### config.mk
export PLATFORM = sky130hd
export DESIGN_NAME = spi_master_mc
export DESIGN_NICKNAME = d
export VERILOG_FILES = /design/src/rtl/spi_master_mc.sv
export SDC_FILE = /design/constraint.sdc
export NUM_CORES = 1
export LEC_CHECK = 0
export ABC_AREA = 1
export ABC_CLOCK_PERIOD_IN_PS = 1500
export CORE_ASPECT_RATIO = 1.25
export CORE_UTILIZATION = 40
export DETAILED_ROUTE_END_ITERATION = 6
export MAX_ROUTING_LAYER = met4
export PLACE_DENSITY = 0.65
export SLEW_MARGIN = 25
export SYNTH_ARGS = -nofsm -noshare
export SYNTH_HDL_FRONTEND = slang
export SYNTH_SLANG_ARGS = --single-unit
export TNS_END_PERCENT = 30
### constraint.sdc
create_clock -name clk -period 1.5 [get_ports clk]
set_clock_uncertainty 0.1 [all_clocks]
set_input_delay 0.15 -clock clk [delete_from_list [all_inputs] [get_ports clk]]
set_output_delay 0.15 -clock clk [all_outputs]
set_load 0.03 [all_outputs]
### src/rtl/spi_master_mc.sv
// SPI master with selectable chip select, runtime CPOL/CPHA per transfer and an
// optional LDAC strobe after chip-select release.
module spi_master_mc #(
  parameter  int D_WIDTH  = 16,
  parameter  int N_CS     = 2,
  parameter  int CLK_DIV  = 2,
  parameter  int LDAC_EN  = 1,
  parameter  int LDAC_LEN = 2,
  localparam int CS_W     = (N_CS > 1) ? $clog2(N_CS) : 1
) (
  input  logic               clk,
  input  logic               reset,
  input  logic               start,
  input  logic [D_WIDTH-1:0] d_in,
  input  logic [CS_W-1:0]    cs_sel,
  input  logic               cpol,
  input  logic               cpha,
  output logic               sclk,
  output logic               mosi,
  input  logic               miso,
  output logic [N_CS-1:0]    cs_n,
  output logic               ldac_n,
  output logic               busy,
  output logic               done,
  output logic [D_WIDTH-1:0] d_out
);

  localparam int CNT_MAX = (CLK_DIV > LDAC_LEN) ? CLK_DIV : LDAC_LEN;
  localparam int CNT_W   = $clog2(CNT_MAX + 1);
  localparam int EDGES   = 2 * D_WIDTH;
  localparam int EC_W    = $clog2(EDGES + 1);

  typedef enum logic [2:0] {IDLE, SETUP, SHIFT, HOLD, LDAC, DONE} state_t;

  state_t             state, state_nxt;
  logic [CNT_W-1:0]   cnt;
  logic [EC_W-1:0]    edge_cnt, edge_nxt;
  logic [D_WIDTH-1:0] tx_sr, rx_sr;
  logic               cpha_q;
  logic               div_tick, ldac_tick, accept, last_edge;
  logic               edge_fire, drive, sample;

  always_comb begin
    div_tick  = (cnt == CNT_W'(CLK_DIV - 1));
    ldac_tick = (cnt == CNT_W'(LDAC_LEN - 1));
    accept    = start && (state == IDLE || state == DONE);
    last_edge = (edge_cnt == EC_W'(EDGES));
    edge_nxt  = edge_cnt + 1'b1;
    // Edge 1 fires on the SETUP->SHIFT boundary; the rest every CLK_DIV cycles.
    edge_fire = div_tick && (state == SETUP || (state == SHIFT && !last_edge));
    drive     = cpha_q ? edge_nxt[0] : (!edge_nxt[0] && edge_nxt != EC_W'(EDGES));
    sample    = cpha_q ? !edge_nxt[0] : edge_nxt[0];
    state_nxt = state;
    case (state)
      IDLE, DONE: state_nxt = accept ? SETUP : IDLE;
      SETUP:      if (div_tick) state_nxt = SHIFT;
      SHIFT:      if (div_tick && last_edge) state_nxt = HOLD;
      HOLD:       if (div_tick) state_nxt = (LDAC_EN != 0) ? LDAC : DONE;
      LDAC:       if (ldac_tick) state_nxt = DONE;
      default:    state_nxt = IDLE;
    endcase
  end

  always_ff @(posedge clk) begin
    if (reset) state <= IDLE;
    else       state <= state_nxt;
  end

  always_ff @(posedge clk) begin
    if (reset) begin
      cnt      <= '0;
      edge_cnt <= '0;
      tx_sr    <= '0;
      rx_sr    <= '0;
      cpha_q   <= 1'b0;
      sclk     <= 1'b0;
      mosi     <= 1'b0;
      cs_n     <= '1;
      ldac_n   <= 1'b1;
      busy     <= 1'b0;
      done     <= 1'b0;
      d_out    <= '0;
    end else begin
      done <= 1'b0;
      cnt  <= (state_nxt != state || state == IDLE || (state == SHIFT && div_tick))
              ? '0 : cnt + 1'b1;

      if (accept) begin
        cpha_q   <= cpha;
        busy     <= 1'b1;
        sclk     <= cpol;
        edge_cnt <= '0;
        // CPHA=0 presents the MSB for all of SETUP, so it leaves the shifter early.
        tx_sr    <= cpha ? d_in : (d_in << 1);
        mosi     <= cpha ? 1'b0 : d_in[D_WIDTH-1];
        for (int i = 0; i < N_CS; i++) cs_n[i] <= (int'(cs_sel) != i);
      end

      if (edge_fire) begin
        edge_cnt <= edge_nxt;
        sclk     <= ~sclk;
        if (drive) begin
          mosi  <= tx_sr[D_WIDTH-1];
          tx_sr <= tx_sr << 1;
        end
        if (sample) rx_sr <= {rx_sr[D_WIDTH-2:0], miso};
      end

      if (state == HOLD && div_tick) begin
        cs_n <= '1;
        mosi <= 1'b0;
        if (LDAC_EN != 0) ldac_n <= 1'b0;
      end

      if (state == LDAC && ldac_tick) ldac_n <= 1'b1;

      if (state_nxt == DONE && state != DONE) begin
        busy  <= 1'b0;
        done  <= 1'b1;
        d_out <= rx_sr;
      end
    end
  end

endmodule

==> results summary, run 1 <==
The flow ran to the end, but the final reports show violations. The final reports fail on setup timing. The root buffer cell chosen for the clock tree is sky130_fd_sc_hd__clkbuf_8. The worst setup path is launched from a register. The post-layout total power came out at 3.79 mW. The synthesized design spends more area on one cell type than any other, namely sky130_fd_sc_hd__dfxtp_1. The H-tree level count came out at 3.

The layout filler cell count is 629. The tool flagged a number of max-cap violations equal to 0. Clock latency on the worst-skew pair, taken at its later pin, is 0.36 ns. The number of buffers added by the clock tree synthesis step is 9.

The number of buffers added on ports came out at 45. At the end of the flow the core is filled with cells to 61.2%. The total DRC errors in the routed layout came out at 0. The global-route usage over all layers came out at 21.2%. The clock tree from TritonCTS is built. The worst slew margin relative to its limit is 73.4%. The total congestion overflow came out at 0.

The first detailed-routing pass ran for 5 iterations. The wire length of the first global-routing pass came out at 12.8 mm. The average vias per placed instance is 4.83. The clock sink count is 67. Pin placement for this block handled 46 I/O pins. The synthesized flop and latch total is 67. On the critical path the largest part of the delay comes from simple AND/OR/NAND/NOR gates. The post-synthesis area per instance came out at 7.24 sq um. The tightest min-delay check is of the in2reg type.

The detailed router placed 2929 vias in this run. The total inserted antenna cells came out at 0. After the last flow step, the layout net total stands at 535.

The largest net degree at the start of global routing is 35. The placed instances occupy a cell area of 3740 sq um. The horizontal die dimension is 79.9 um. The sequential cell area in the final layout came out at 1360 sq um. The sequential share of the synthesized area came out at 44.2%. The wire length after detailed routing is 7.89 mm. The number of endpoints with negative hold slack in the final report is 0. The half-perimeter wire length after detailed placement is 4.50 mm.

The number of buffers and inverters on the critical path is 1. The worst setup path is captured at a register. Once the floorplan was initialized, standard cells occupied 41.2% of the core.

The endpoint arrival time on the critical path is 1.84 ns. The delay of the slowest cell on the worst path is 0.41 ns. The highest attainable clock frequency is 608 MHz. The leakage power total is 1.91 nW. The clock input transition at the sequential cells of the worst setup and hold paths came out at 0.09 ns. The cell with the most instances on the worst path is sky130_fd_sc_hd__nand2_1. Setup total negative slack on the finished layout was measured at -2.13 ns. The total setup violations reported at the end of the flow is 28. After layout, the worst path uses 110% of the clock period.

The maximum vdd drop is 0.000603 V. The post-layout instance area is 4500 sq um. The power density over cell area came out at 842 nW/um^2. The number of distinct standard cells referenced by the synthesized netlist is 31. The remaining antenna violation count after routing came out at 0. By area the synthesized netlist is led by sky130_fd_sc_hd__dfxtp_1 44%, sky130_fd_sc_hd__nand2_1 14%, sky130_fd_sc_hd__nor2_1 6.9%.

The number of nets produced by synthesis is 445. The final critical path time including I/O delays and setup came out at 1.64 ns. Measured along the y axis, the die boundary spans 99.3 um. The top fanout value on the critical path is 8. The largest individual stage delay along the critical path comes from the cell sky130_fd_sc_hd__dfxtp_1. Walking the worst path, the cells encountered are nand2_1, nor2_1, nand2_1, nand2_1, nand2_1, nand3_4, buf_8, nand2_8, nand2_2, nand2_1, nor2_1. Once routing completed, OpenROAD measured the worst setup slack at -0.145 ns. The number of hold buffers added after CTS came out at 0. The number of antenna violations at the first check in global routing came to 0. The number of DRC markers in iteration 0 is 119. The core footprint came out at 7360 sq um. The post-detailed-route wirelength per cell came out at 13.0 um.

Cells with a size suffix above 1 make up 29.8% of the layout. For the worst setup path, the data required time is 1.69 ns. Setup repair after global routing could not meet its margin everywhere.

The number of global-route vias before repair came out at 2864. The floorplan die area came out at 7930 sq um. The worst hold margin is 0.262 ns. The number of placed instances, taps included is 573. The count of placed standard cells in the final layout, fillers left out came out at 606. Summing all multi-input logic gate instances after layout gives 1800 sq um. The worst setup path is of the reg2reg kind. The count of synthesis-stage warnings from yosys came out at 0.

Row generation in the floorplan step produced 35 rows. The number of buffers between clock root and the deepest sink came out at 2. The synthesized netlist cell count came out at 419. The max-slew violation count came out at 0. At the pin with the least slew margin, the transition time is 0.399 ns. OpenSTA, run right after detailed placement, puts the worst setup slack at -0.210 ns.

The top cell type's share of synthesized area came out at 44.2%. The routability-driven placement congestion ratio came out at 0.856. In this run the cell area of the synthesized design comes to 3030 sq um. The growth of design area from synthesis to finish is 48.5%.
==> cells in the mapped netlist <==
| master | instances |
|---|---|
| sky130_fd_sc_hd__nand2_1 | 117 |
| sky130_fd_sc_hd__dfxtp_1 | 67 |
| sky130_fd_sc_hd__nor2_1 | 56 |
| sky130_fd_sc_hd__inv_1 | 38 |
| sky130_fd_sc_hd__o21ai_0 | 37 |
| sky130_fd_sc_hd__a21oi_1 | 23 |
| sky130_fd_sc_hd__a21boi_0 | 15 |
| sky130_fd_sc_hd__nand3_1 | 9 |
| sky130_fd_sc_hd__buf_6 | 7 |
| sky130_fd_sc_hd__o21ai_1 | 7 |
| sky130_fd_sc_hd__a22o_1 | 6 |
| sky130_fd_sc_hd__buf_2 | 5 |
| sky130_fd_sc_hd__inv_2 | 4 |
| sky130_fd_sc_hd__buf_4 | 3 |
| sky130_fd_sc_hd__clkbuf_1 | 3 |
| sky130_fd_sc_hd__ha_1 | 3 |
| sky130_fd_sc_hd__nand2_4 | 3 |
| sky130_fd_sc_hd__nand4_1 | 2 |
| sky130_fd_sc_hd__nor2_2 | 2 |
| sky130_fd_sc_hd__a21oi_4 | 1 |
| sky130_fd_sc_hd__nand2_2 | 1 |
| sky130_fd_sc_hd__nand3_2 | 1 |
| sky130_fd_sc_hd__nand3b_1 | 1 |
| sky130_fd_sc_hd__nor2_4 | 1 |
| sky130_fd_sc_hd__nor3_1 | 1 |
| sky130_fd_sc_hd__o2111ai_1 | 1 |
| sky130_fd_sc_hd__o21a_1 | 1 |
| sky130_fd_sc_hd__o21bai_1 | 1 |
| sky130_fd_sc_hd__or2_2 | 1 |
| sky130_fd_sc_hd__xnor2_1 | 1 |
| sky130_fd_sc_hd__xor2_1 | 1 |
==> layer usage <==
layer  share of wire [%]  GRT usage (%)
met1                  42           24.2
met3                 4.5           5.14
met2                  51           35.2
met4                 2.5           8.93
met5                   0              -
==> sequential cells by signal (all words and copies together), names as in the netlist, 2 cells and up <==
signal    flops
cnt           2
cs_n          2
d_out        16
edge_cnt      6
rx_sr        16
state         3
tx_sr        16
==> final timing paths <==
kind | slack (ns) | from | endpoint | cells past startpoint
worst max-delay path | -0.14 | edge_cnt[4]$_SDFFE_PP0P_ | tx_sr[1]$_SDFF_PP0_ | 11
worst min-delay path | 0.26 | cs_sel | cs_n[0]$_SDFFE_PP1P_ | 3
worst max register to register | -0.14 | edge_cnt[4]$_SDFFE_PP0P_ | tx_sr[1]$_SDFF_PP0_ | 11
worst min register to register | 0.33 | cnt[0]$_SDFF_PP0_ | cnt[0]$_SDFF_PP0_ | 1
==> kinds of logic after synthesis <==
| logic type | synth area share, % |
|---|---|
| and+or+nand+nor | 26.4 |
| buffers and inverters | 9.74 |
| AOI/OAI and AO/OA | 17.8 |
| xor gates and xnor gates | 0.578 |
| DFF | 44.2 |
| adders and majority gates | 1.24 |
==> report_power, final <==
group	internal (mW)	total (mW)	switching, mW	leakage (nW)
Sequential	1.83	1.87	0.0403	0.548
Clock	0.609	1.36	0.755	0.0935
Combinational	0.259	0.556	0.297	1.27
Total	2.70	3.79	1.09	1.91
==> cell type report <==
type | instances | share of cell area [%]
flip-flops and latches | 67 | 30.2
clock buffers | 9 | 2.75
well taps | 92 | 2.56
multi-input cells | 297 | 40.1
repair buffers | 92 | 19.5
clock inverters | 7 | 1.20
inverters | 42 | 3.78
==> repair_timing <==
item                                    4_1_cts  5_1_grt
gates resized for setup                      78       57
cloned                                        5        0
hold endpoints to repair                      0        0
endpoints found under the setup margin       81       63
buffers inserted                              9        3
pin swaps                                    19       27
==> worst reg2reg max path: stages, from the launching register on <==
cell	delay [ns]
sky130_fd_sc_hd__dfxtp_1	0.41
sky130_fd_sc_hd__nand2_1	0.08
sky130_fd_sc_hd__nor2_1	0.16
sky130_fd_sc_hd__nand2_1	0.09
sky130_fd_sc_hd__nand2_1	0.07
sky130_fd_sc_hd__nand2_1	0.10
sky130_fd_sc_hd__nand3_4	0.12
sky130_fd_sc_hd__buf_8	0.15
sky130_fd_sc_hd__nand2_8	0.10
sky130_fd_sc_hd__nand2_2	0.07
sky130_fd_sc_hd__nand2_1	0.04
sky130_fd_sc_hd__nor2_1	0.10
==> layout by cell type (no fill, tap or decap), types with 4 or more instances in the layout <==
cell                              count
sky130_fd_sc_hd__nand2_1             91
sky130_fd_sc_hd__dfxtp_1             60
sky130_fd_sc_hd__nor2_1              48
sky130_fd_sc_hd__buf_4               36
sky130_fd_sc_hd__inv_1               34
sky130_fd_sc_hd__nand2_2             23
sky130_fd_sc_hd__dlygate4sd2_1       23
sky130_fd_sc_hd__clkdlybuf4s50_1     22
sky130_fd_sc_hd__o21ai_0             19
sky130_fd_sc_hd__o21ai_1             16
sky130_fd_sc_hd__a21oi_1             16
sky130_fd_sc_hd__a21boi_0            15
sky130_fd_sc_hd__o21ai_2              9
sky130_fd_sc_hd__clkbuf_8             9
sky130_fd_sc_hd__a21oi_2              7
sky130_fd_sc_hd__nand2_8              7
sky130_fd_sc_hd__nor2_2               7
sky130_fd_sc_hd__a22o_1               6
sky130_fd_sc_hd__buf_12               6
sky130_fd_sc_hd__inv_2                5
sky130_fd_sc_hd__nand2_4              5
sky130_fd_sc_hd__nand3_1              5
sky130_fd_sc_hd__nor2_4               4
sky130_fd_sc_hd__clkinv_4             4
sky130_fd_sc_hd__dfxtp_4              4
Power figures use the tool's default switching activity.
==> run 2: changes to the inputs <==
--- a/config.mk
+++ b/config.mk
@@ -11,7 +11,6 @@
 export CORE_UTILIZATION = 40
 export DETAILED_ROUTE_END_ITERATION = 6
 export MAX_ROUTING_LAYER = met4
-export PLACE_DENSITY = 0.65
 export SLEW_MARGIN = 25
 export SYNTH_ARGS = -nofsm -noshare
 export SYNTH_HDL_FRONTEND = slang
==> results summary, run 2 (synthesis results as in run 1) <==
The flow ran to the end, but the final reports show violations. The final reports fail on setup timing. The total area inside the core boundary comes to 7360 sq um. The total congestion overflow came out at 0. The power density over cell area came out at 906 nW/um^2. The number of antenna violations at the first check in global routing came to 0. The proportion of layout cells with a drive suffix above 1 came out at 27.8%. TritonCTS built the clock tree. The post-layout total power came out at 4.06 mW. After the first detailed-routing iteration, the DRC count stood at 131. Hold repair after CTS inserted 0 buffers. The number of global-route vias before repair is 2871. STA classifies the critical path endpoint as a register.

Max-cap violations in this run came to 0. The total iterations of the first detailed-routing run is 4. The final core utilization came out at 60.9%. The max-slew violation count is 0. Global routing used 21.2% of the available tracks across all layers. Of the total power, the clock network draws 40.7%.

The most numerous cell type found on the critical path is sky130_fd_sc_hd__nand2_1. The min-delay analysis places its worst path in the category in2reg. The effective utilization at floorplan is 41.2%. The final critical path time including I/O delays and setup is 1.60 ns. After detailed routing, the average wire length per cell comes to 12.4 um. After layout, the worst path uses 107% of the clock period. Setup violations remaining at the end of the flow were counted as 26. The signal on the critical path passes through inv_2, nand2_1, nor2_4, nand2_4, a21oi_4, buf_12, buf_6, nand3b_1, nand2_1, nor2_1. The horizontal die dimension is 79.9 um. In the layout the commonest cells are 100 x sky130_fd_sc_hd__nand2_1, 60 x sky130_fd_sc_hd__dfxtp_1, 48 x sky130_fd_sc_hd__nor2_1. The average vias per placed instance is 4.78. The critical path in this run is classified as reg2reg. The clock input transition at the sequential cells of the worst setup and hold paths came out at 0.08 ns. The kind of cell with the highest combined delay along the critical path is simple AND/OR/NAND/NOR gates. The number of endpoints with negative hold slack in the final report is 0.

The worst setup path is launched from a register. The number of nets in the finished design is 543. The startpoint identified for the worst hold timing path is cs_sel. The path with the worst hold slack has its endpoint at cs_n[0]$_SDFFE_PP1P_.

The buffer and inverter count on the worst path came out at 3. The reported net switching power is 1.04 mW. The required time reported for the critical path endpoint is 1.65 ns. The number of buffers added on ports came out at 45. The internal power contribution is 3.02 mW. The number of antenna diodes in the final layout is 0. The number of buffers added by the clock tree synthesis step came out at 9. The clock sink count came out at 67. Entering global routing, the biggest net connects 35 pins.

In this run the vertical extent of the chip is 99.3 um. The H-tree level count came out at 3. The cell type of the slowest stage on the worst timing path is sky130_fd_sc_hd__dfxtp_1.

The number of cells on the critical path came out at 10. The number of buffers between clock root and the deepest sink came out at 2. The remaining antenna violation count after routing is 0. The wire length after detailed routing is 7.60 mm. Across the VDD grid, the largest voltage drop is 0.000671 V. The worst hold margin is 0.292 ns. Leaving out fill and tap cells, the most frequent cell in the layout is sky130_fd_sc_hd__nand2_1. Setup repair after global routing could not meet its margin everywhere.

The endpoint arrival time on the critical path is 1.75 ns. Measured in cells, the most critical reg-to-reg path has a length of 10. The worst slew margin relative to its limit came out at 73.1%. In this run the clock root is driven by a sky130_fd_sc_hd__clkbuf_8. The net switching share of the total power came out at 25.6%. Routability-driven placement finished with a final weighted congestion of 0.839. In this run the critical register-to-register path is captured at mosi$_SDFF_PP0_. The top fanout value on the critical path came out at 5. The highest attainable clock frequency is 624 MHz.

The worst hold path passes through 3 cells. Before CTS, the worst setup slack after placement is -0.192 ns. The leakage power total came out at 1.96 nW. The growth of design area from synthesis to finish is 47.7%. The insertion delay of the later-clocked pin in the worst-skew pair came out at 0.35 ns. The delay of the slowest cell on the worst path came out at 0.32 ns. For this run, design rule violations remaining after detail routing come to 0.

Across all layers, the routed design uses 2933 vias. The total I/O pin count came out at 46. Once routing completed, OpenROAD measured the worst setup slack at -0.103 ns. The sequential cell fraction of total power is 46.1%. The largest registers in the layout are d_out (16), rx_sr (16), tx_sr (16). The combinational group share of total power is 13.2%.

The floorplan die area is 7930 sq um. The internal reg-to-reg setup slack came out at -0.10 ns. The source of the worst register-to-register timing path is state[2]$_SDFF_PP0_. The HPWL after detailed placement is 4.65 mm. The count of standard-cell rows is 35.

The wire length of the first global-routing pass is 12.8 mm. The actual slew at the worst max-slew pin is 0.403 ns.
## run 2: cell count changes in the layout (fill, tap and decap cells not counted), sizes merged
cell,before,now
buf,47,56
bufinv,0,2
clkinv,6,1
clkinvlp,0,2
nand2,126,125
## run 2: tightest hold or removal path, stage by stage
cell                              delay [ns]
sky130_fd_sc_hd__clkdlybuf4s50_1        0.40
sky130_fd_sc_hd__nand2_1                0.08
sky130_fd_sc_hd__nand3_1                0.07
## run 2: worst max path at each step
| stage | startpoint | endpoint | slack, ns |
|---|---|---|---|
| 2_1_floorplan | cnt[1]$_SDFF_PP0_ | rx_sr[11]$_SDFFE_PP0P_ | -0.03 |
| 3_3_place_gp | cnt[1]$_SDFF_PP0_ | tx_sr[5]$_SDFF_PP0_ | -0.16 |
| 3_5_place_dp | start | tx_sr[0]$_SDFF_PP0_ | -0.19 |
| 4_1_cts | edge_cnt[1]$_SDFFE_PP0P_ | tx_sr[13]$_SDFF_PP0_ | -0.07 |
| 5_1_grt | state[1]$_SDFF_PP0_ | tx_sr[3]$_SDFF_PP0_ | -0.20 |
| 6_report | state[2]$_SDFF_PP0_ | mosi$_SDFF_PP0_ | -0.10 |
## run 2: repair_timing
item                                    in CTS  in global routing
pin swaps                                   14                 12
resized for setup                           86                 27
cloned                                       4                  0
endpoints found under the setup margin      71                 61
setup buffers                                9                  1
## run 2: layout make-up
type	instances	area (sq um)
fillers	656	2880
flip-flops and latches	67	1360
well taps	92	115
repair buffers	101	930
clock inverters	6	90.1
multi-input cells	296	1700
clock buffers	9	124
inverters	42	160
## run 2: metrics by stage
step | cells | instance area (sq um) | setup TNS, ns
finish | 613 | 4480 | -1.53
global route | 613 | 4480 | -5.24
CTS | 612 | 4390 | -0.985
detailed placement | 584 | 3830 | -6.50
global placement | 584 | 3830 | -5.50
floorplan | 419 | 3040 | -0.635
## run 2: layer usage
metal	wire (um)	up-vias	part of all wire, %	track usage (%)
li1	-	1534	-	-
met1	3470	1349	46	25.0
met2	3800	40	50	35.0
met3	228	10	3.0	4.95
met4	107	0	1.4	7.69
met5	0	-	0	-
## run 2: power by group through the flow
| stage | clock network, mW | registers, mW | logic, mW |
|---|---|---|---|
| after floorplan | 0 | 1.92 | 0.262 |
| after global placement | 0 | 1.91 | 0.465 |
| after detailed placement | 0 | 1.91 | 0.470 |
| after CTS | 1.69 | 1.87 | 0.514 |
| after global routing | 1.76 | 1.88 | 0.595 |
| final | 1.65 | 1.87 | 0.534 |
==> run 3: changes to the inputs <==
--- a/config.mk
+++ b/config.mk
@@ -8,9 +8,10 @@
 export ABC_AREA = 1
 export ABC_CLOCK_PERIOD_IN_PS = 1500
 export CORE_ASPECT_RATIO = 1.25
-export CORE_UTILIZATION = 40
+export CORE_UTILIZATION = 48
 export DETAILED_ROUTE_END_ITERATION = 6
 export MAX_ROUTING_LAYER = met4
+export PLACE_DENSITY = 0.75
 export SLEW_MARGIN = 25
 export SYNTH_ARGS = -nofsm -noshare
 export SYNTH_HDL_FRONTEND = slang
==> results summary, run 3 (synthesis results as in run 1) <==
The number of endpoints with negative hold slack in the final report is 0. The number of antenna violations at the first check in global routing was 0. The largest registers in the layout are d_out (16), rx_sr (16), tx_sr (16). After the first detailed-routing iteration, the DRC count stood at 269. The effective utilization at floorplan is 49.5%. The final critical path time including I/O delays and setup came out at 1.76 ns. The clock network fraction of design power is 41.1%. met2 is the most crowded layer. The buffer and inverter count on the worst path came out at 1. Total power for the finished layout comes to 4.06 mW. The max-slew violation count came to 0. The worst setup path is captured at a register. Setup repair after global routing could not meet its margin everywhere. The total congestion overflow is 0. The vias after detailed routing is 3110. The met3 track demand over resource in global routing is 5.69%. The reported net switching power is 1.06 mW. The flow ran to the end, but the final reports show violations. The horizontal die dimension is 73.1 um.

For the pin with the worst max-slew slack, the measured transition is 0.415 ns. The delay of the slowest cell on the worst path came out at 0.39 ns. The number of maximum-capacitance constraint violations is 0. The number of hold buffers added after CTS is 0. Cells fill 71.9% of the core in the end. The setup path with the least slack is of type reg2reg. The proportion of layout cells with a drive suffix above 1 came out at 26.0%. Using the TritonRoute via totals, the vias-per-cell ratio works out to 5.21.

Port buffering added 45 buffers. The internal power contribution is 3.00 mW. In the layout the commonest cells are 105 x sky130_fd_sc_hd__nand2_1, 62 x sky130_fd_sc_hd__dfxtp_1, 45 x sky130_fd_sc_hd__nor2_1. The number of buffers between clock root and the deepest sink came out at 2. The clock input transition at the sequential cells of the worst setup and hold paths is 0.08 ns. The post-detailed-route wirelength per cell is 14.5 um. The leakage power total is 1.88 nW.

The worst slew margin relative to its limit came out at 72.3%. The clock sink count came out at 67. The first global-routing pass estimated 13.0 mm of wire. On the critical path, the stage with the largest delay is an instance of sky130_fd_sc_hd__dfxtp_4. The die is 90.9 um tall. The number of placed instances, taps included is 566. The endpoint arrival time on the critical path came out at 1.93 ns. The detail route stage leaves a number of antenna-violating nets equal to 0. The first detailed-routing pass took 5 iterations. Counting stages on the worst path, the most repeated cell is sky130_fd_sc_hd__nand2_2. The met2 demand-to-capacity share in global routing came out at 43.1%. Wires add up to 8.66 mm.

In this run the worst hold path is classified as in2reg. Across every metal layer, demand over resource in global routing totals 26.2%. The net count of the finished layout is 533.

TritonCTS built the clock tree. In this design, the largest share of critical-path delay is due to simple AND/OR/NAND/NOR gates. In this run, flip-flops and latches consume 46.2% of the power.

Entering global routing, the biggest net connects 35 pins. The floorplan die area came out at 6640 sq um. The worst setup path is launched from a register. The total I/O pin count came out at 46. The count of placed standard cells in the final layout, fillers left out is 597. The final worst-path cycle share came out at 117%. The count of standard-cell rows is 32. The critical path goes through ha_4, nand3_2, nand2_2, nand2_2, nor2_4, nand3_4, buf_6, nand3b_1, nand2_1, nor2_1. The clock tree synthesis step divided the H-tree into 3 levels. The combinational group share of total power came out at 12.8%.

From synthesis to final layout, the design area changed by 45.3%. The net switching share of the total power is 26.0%. The top fanout value on the critical path came out at 5.

The number of global-route vias before repair is 2885. The power density over cell area is 921 nW/um^2. The finished cells cover 4400 sq um. The highest attainable clock frequency is 569 MHz.

The maximum vdd drop came out at 0.000659 V. Setup slack on the critical path of the routed design comes to -0.258 ns. The worst setup slack after placement is -0.209 ns. The core footprint is 6130 sq um.

The buffer cell driving the clock tree root is sky130_fd_sc_hd__clkbuf_8. The half-perimeter wire length after detailed placement is 4.50 mm. Clock latency on the worst-skew pair, taken at its later pin, is 0.35 ns. The total setup violations reported at the end of the flow came out at 30. The area of placed instances is 3750 sq um. The met1 track demand over resource in global routing came out at 29.4%.

Leaving out fill and tap cells, the most frequent cell in the layout is sky130_fd_sc_hd__nand2_1. The number of antenna diodes in the final layout is 0. The required time reported for the critical path endpoint came out at 1.68 ns. The number of buffers added by the clock tree synthesis step came out at 9. The routability-driven placement congestion ratio came out at 0.820. After detailed routing, the number of remaining DRC violations is 0. The final reports fail on setup timing.
## run 3: cell count changes in the layout (fill, tap and decap cells not counted), sizes merged
cell	before	now
buf	56	46
clkbuf	9	10
## run 3: final timing paths
path,from,slack (ns),endpoint,cells past startpoint
max,edge_cnt[0]$_SDFFE_PP0P_,-0.26,mosi$_SDFF_PP0_,10
min,cs_sel,0.30,cs_n[0]$_SDFFE_PP1P_,3
max reg2reg,edge_cnt[0]$_SDFFE_PP0P_,-0.26,mosi$_SDFF_PP0_,10
min reg2reg,d_out[11]$_SDFFE_PP0P_,0.36,d_out[11]$_SDFFE_PP0P_,2
## run 3: routing by layer
layer,wire [um],vias to the layer above
li1,-,1512
met1,3440,1453
met2,4480,114
met3,469,31
met4,262,0
met5,0,-
## run 3: area by class of cell
| type | instances | area (sq um) |
|---|---|---|
| tap | 85 | 106 |
| sequential | 67 | 1360 |
| clock inverter | 6 | 88.8 |
| timing repair buffer | 91 | 845 |
| multi-input combinational | 296 | 1720 |
| fill | 450 | 1720 |
| inverter | 42 | 160 |
| clock buffer | 10 | 128 |
## run 3: stage by stage
step	TNS [ns]	hold slack [ns]
finish	-4.51	0.297
global route	-7.43	0.315
CTS	-2.76	0.296
detailed placement	-6.52	0.327
global placement	-5.26	0.310
floorplan	-0.635	0.139
## run 3: tightest hold or removal path: stages
cell	delay (ns)
sky130_fd_sc_hd__clkdlybuf4s50_1	0.41
sky130_fd_sc_hd__nand2_1	0.08
sky130_fd_sc_hd__nand3_1	0.06
## run 3: repair_timing
item / CTS / global route
setup endpoints to repair: 62 / 61
gates cloned: 4 / 0
buffers inserted: 6 / 5
pin swaps: 2 / 15
resized for setup: 66 / 37
## run 3: power by group through the flow
stage / sequential, mW / combinational, mW / clock (mW)
4_1_cts: 1.87 / 0.481 / 1.68
6_report: 1.87 / 0.519 / 1.67
3_3_place_gp: 1.91 / 0.447 / 0
2_1_floorplan: 1.92 / 0.262 / 0
5_1_grt: 1.88 / 0.573 / 1.76
3_5_place_dp: 1.91 / 0.454 / 0
==> RTL edit 1 (settings of run 2) <==
One comparison of `edge_cnt` changes from == to >=.
--- a/src/rtl/spi_master_mc.sv
+++ b/src/rtl/spi_master_mc.sv
@@ -46,3 +46,3 @@
     accept    = start && (state == IDLE || state == DONE);
-    last_edge = (edge_cnt == EC_W'(EDGES));
+    last_edge = (edge_cnt >= EC_W'(EDGES));
     edge_nxt  = edge_cnt + 1'b1;
Behaviour: no difference found for any inputs over 10 cycles, from zero or initial values and one cycle with reset high; that may be too few to reach the edited logic, so the function may still have changed.
==> RTL edit 1 against run 2 <==
The flow still finishes with violations (negative setup slack); synthesized cell count rose by 6.7%; cell area fell by 5.1%; sequential cell count did not move; wire length fell by 2.3%; power rose by 3.9%; synthesized area fell by 1.4%; critical path depth fell by 3; sequential share of layout area rose by 1.6 points; global-route usage fell by 0.67 points; combinational power fell by 1%; non-clock buffer count fell by 14; worst setup slack got worse by 0.0084 ns; highest routed layer unchanged.
==> RTL edit 1: results (changes against run 2) <==
Parameter                              Value

Critical path
  Worst reg2reg endpoint    tx_sr[10]
  Startpoint of the most critical register-to-register path    cnt[0]
  Largest driver fanout on the critical path    8 (+3)

Finish
  Sequential cell area share    31.9% (+1.6 points)
  Layout Nets    554 (+2.0%)
  Fill cell count    661 (+0.76%)
  Seq cells    67 (unchanged)
  Share of final layout cell area taken by clock buffers and inverters    5.62% (+0.84 points)
  Area share of buffers outside the clock network    18.8% (-1.9 points)
  Multi-input gate area in the final layout    1560 sq um (-8.7%)
  Final design instance area without fill    4250 sq um (-5.1%)
  Multi-input gates    314 (+6.1%)
  Non-Clock Buffer Count    87 (-14%)

GRT
  Met2 GRT Util    35.5% (+0.57 points)
  Via count of the first global-routing pass    2812 (-2.1%)
  Grt met1 use    22.7% (-2.4 points)
  Maximum number of pins on one net before global-route repair    32 (-8.6%)
  First-pass GRT wire length    12200 um (-4.3%)

STA
  Final-layout worst hold slack    0.339 ns (+0.0464 ns)
  Smallest setup slack after layout    -0.111 ns (-0.00838 ns)
  Final setup violation count    37 (+42%)
  Least-Margin Pin Slew    0.460 ns (+0.0562 ns)

Outcome
  Failing checks    negative setup slack
  Status    complete, but fails checks

Place
  Routability cong.    0.791 (-5.7%)
  Final HPWL DP    4690 um (+0.71%)

Die
  # Taps    90 (-2.2%)

Hold path
  Worst-case hold path end point    rx_sr[0]
  Hold Crit Start    miso

Power
  Power share of the clock group    42.8% (+2.1 points)
  Worst IR Drop VDD    0.000812 V (+21%)
  Switching power share of the total    24.6% (-1.0 points)
  Leakage power    1.98 nW (+0.90%)

Drt
  Routed wire length on met3    248 um (+8.8%)
  Total routed wirelength    7420 um (-2.3%)
  Met1 wire length    3270 um (-5.6%)
  DR iter-0 viols    101 (-23%)

Synthesis
  Sequential fraction of the synthesis area    44.9% (+0.65 points)
==> RTL edit 1: changes by cell type after synthesis, moves of 6 or more <==
cell	before	now
o21ai_0	37	31
nand2_1	117	174
a21oi_1	23	30
a21boi_0	15	0
nor2_1	56	40
==> RTL edit 1: repair_timing <==
action | in CTS | in global routing
setup endpoints to repair | 63 | 60
pin swaps | 6 | 9
cloned | 3 | 0
setup buffers | 5 | 5
gates resized for setup | 40 | 46
endpoints found under the hold margin | 0 | 0
==> RTL edit 1: cells by family (layout without fill, tap and decap cells) <==
| kind of cell | Yosys count | in the layout | synth area share (%) |
|---|---|---|---|
| flip-flops | 67 | 67 | 44.9 |
| AND/OR/NAND/NOR | 234 | 237 | 30.7 |
| XOR/XNOR | 1 | 1 | 0.293 |
| AO/OA/AOI/OAI | 73 | 73 | 12.9 |
| adder cells (fa/ha/maj) | 3 | 3 | 1.26 |
| buffers and inverters | 69 | 151 | 9.97 |
==> RTL edit 1: metrics by stage <==
| stage | TNS, ns | std cells | setup WS [ns] | power [mW] |
|---|---|---|---|---|
| final | -2.25 | 622 | -0.111 | 4.21 |
| after global routing | -6.60 | 622 | -0.212 | 4.40 |
| after CTS | -3.54 | 617 | -0.132 | 4.23 |
| after detailed placement | -4.94 | 594 | -0.178 | 2.42 |
| after global placement | -5.28 | 594 | -0.169 | 2.41 |
| after floorplan | 0 | 447 | 0.00161 | 2.21 |
==> RTL edit 1: critical path, cell delays in order, from the launching register on <==
cell and delay [ns]:
dfxtp_2 0.36, ha_4 0.16, nand4_1 0.18, a21oi_4 0.30
buf_6 0.16, nand2_8 0.09, nor2_2 0.11, nor2_1 0.05
==> RTL edit 2 (settings of run 2) <==
Without the edit above. The parameter `LDAC_EN` goes from 1 to 0.
--- a/src/rtl/spi_master_mc.sv
+++ b/src/rtl/spi_master_mc.sv
@@ -6,3 +6,3 @@
   parameter  int CLK_DIV  = 2,
-  parameter  int LDAC_EN  = 1,
+  parameter  int LDAC_EN  = 0,
   parameter  int LDAC_LEN = 2,
Behaviour: same outputs for any inputs over 10 cycles, from zero or initial values and one cycle with reset high; that may be too few to reach the edited logic, so the function may still have changed.
==> RTL edit 2 against run 2 <==
The run still ends with negative setup slack left; fmax decreased by 3.1%; sequential cell count decreased by 1; clock power decreased by 3%; wire length increased by 9.7%; power increased by 4.6%; worst setup slack got worse by 0.051 ns; synthesized area increased by 9.8%; cell area increased by 5.1%; critical path type unchanged.
==> RTL edit 2: results (changes against run 2) <==
Parameter                              Value

Outcome
  Failing checks    negative setup slack
  Status    complete, but fails checks

Synthesis
  Net count after synthesis    508 (+14%)
  Synthesized netlist cell count    482 (+15%)
  Sequential fraction of the synthesis area    39.7% (-4.5 points)
  Proportion of synthesized flip-flops having asynchronous set or reset    0% (unchanged)
  Top cells by area in the synthesized netlist    dfxtp_1 (40%), nand2_1 (19%), nor2_1 (7.7%), inv_1 (3.4%), nand4_1 (3.2%)
  Most common library cells after synthesis    nand2_1 (172), nor2_1 (68), dfxtp_1 (66)
  Yosys cell types    38 (+23%)

Critical path
  Crit-path leading delay family    simple AND/OR/NAND/NOR gates
  Cell with the biggest individual delay on the critical path    dfxtp_4
  Largest driver fanout on the critical path    8 (+3)
  Crit path DAT    1.82 ns (+0.07 ns)
  CP max stage delay    0.36 ns (+0.04 ns)

Finish
  Layout Nets    584 (+7.6%)
  Largest regs    d_out (16), rx_sr (16), tx_sr (16)
  Fill cell count    729 (+11%)
  Fraction of layout instances using a drive strength above 1    26.3% (-1.5 points)

Hold path
  Path class of the lowest-slack min-delay path    input port to register

Drt
  Total routed wirelength    8340 um (+9.7%)
  Met1 wire length    3560 um (+2.7%)
  DR iter-0 viols    99 (-24%)
  Routed wire length on met3    337 um (+48%)
  DR vias    3194 (+8.9%)
  Routed length per placed instance    12.7 um (+2.2%)
  Met2 wire length    4300 um (+13%)

Place
  Number of input and output port buffers inserted    44 (-2.2%)
  Dpl ws    -0.138 ns (+0.0548 ns)
  Routability cong.    0.808 (-3.6%)
  Final HPWL DP    5000 um (+7.5%)
  Number of instances in the placed design    624 (+6.8%)

Power
  Worst IR Drop VDD    0.000520 V (-23%)
  Leakage power    2.24 nW (+14%)

GRT
  Global routing usage summed across all routing layers    19.6% (-1.6 points)
  Via count of the first global-routing pass    2941 (+2.4%)
  Maximum number of pins on one net before global-route repair    23 (-34%)
  First-pass GRT wire length    13400 um (+5.0%)

Clock tree
  Clock Pin Slew Worst Setup and Hold Paths    0.08 ns (about the same)
  Maximum buffer depth of the clock tree    2 (unchanged)
  Number of levels the H-tree was split into    3 (unchanged)

STA
  Smallest setup slack after layout    -0.154 ns (-0.0510 ns)
  Fin Setup TNS    -3.48 ns (-1.95 ns)
  Final setup violation count    44 (+69%)
[RTL edit 2: logic make-up (layout without fill, tap and decap cells)]
family,count (synthesis),after routing,share of synthesized area [%]
buf+inv,62,142,9.92
compound gates,37,37,6.47
flops,66,66,39.7
simple gates,311,312,42.1
other cells,1,1,0.113
xor+xnor,2,2,0.526
fa+ha+maj,3,3,1.13
[RTL edit 2: layer usage]
layer | vias up | GRT usage [%]
li1 | 1665 | -
met3 | 12 | 4.60
met1 | 1440 | 22.4
met2 | 77 | 32.5
met5 | - | -
met4 | 0 | 8.60
[RTL edit 2: final cells by class]
cell class	instances	area share, %
tap	95	2.53
clock buffer	11	3.24
clock inverter	5	1.28
multi-input combinational	355	40.3
sequential	66	28.4
timing repair buffer	90	20.7
inverter	36	3.51
[RTL edit 2: worst reg2reg max path, stage by stage (launching register included)]
cell	delay [ns]
dfxtp_4	0.36
buf_4	0.13
nand3_1	0.09
xor2_1	0.25
nand3_2	0.14
nand2_4	0.15
clkbuf_16	0.18
nand2_2	0.05
a21oi_2	0.11
[RTL edit 2: through the flow]
step | hold WS, ns | power [mW] | util (%) | instance area, sq um
final | 0.313 | 4.24 | 59.3 | 4700
after detailed placement | 0.316 | 2.49 | 50.5 | 4010
after global routing | 0.325 | 4.45 | 59.3 | 4700
after CTS | 0.289 | 4.22 | 56.6 | 4490
after floorplan | 0.176 | 2.28 | - | 3360
after global placement | 0.308 | 2.48 | 50.5 | 4010
[RTL edit 2: path summary, 6_finish.rpt]
kind                     from  endpoint  slack (ns)  cells past startpoint
hold / removal         cs_sel   cs_n[0]        0.31                      3
setup reg to reg  edge_cnt[1]  tx_sr[0]       -0.15                      8
hold reg to reg        cnt[0]    cnt[0]        0.32                      1
setup / recovery  edge_cnt[1]  tx_sr[0]       -0.15                      8
[RTL edit 2: power by group]
part           switching, mW  internal (mW)  leakage (nW)  total, mW
clock                  0.720          0.875         0.105       1.60
sequential            0.0473           1.81         0.540       1.86
combinational          0.406          0.381          1.59      0.787
total                   1.17           3.07          2.24       4.24
[RTL edit 2: what timing repair did]
| action | 4_1_cts | 5_1_grt |
|---|---|---|
| pin swaps | 13 | 20 |
| resized for setup | 61 | 31 |
| endpoints found under the setup margin | 86 | 64 |
| gates cloned | 4 | 2 |
| buffers inserted | 5 | 7 |
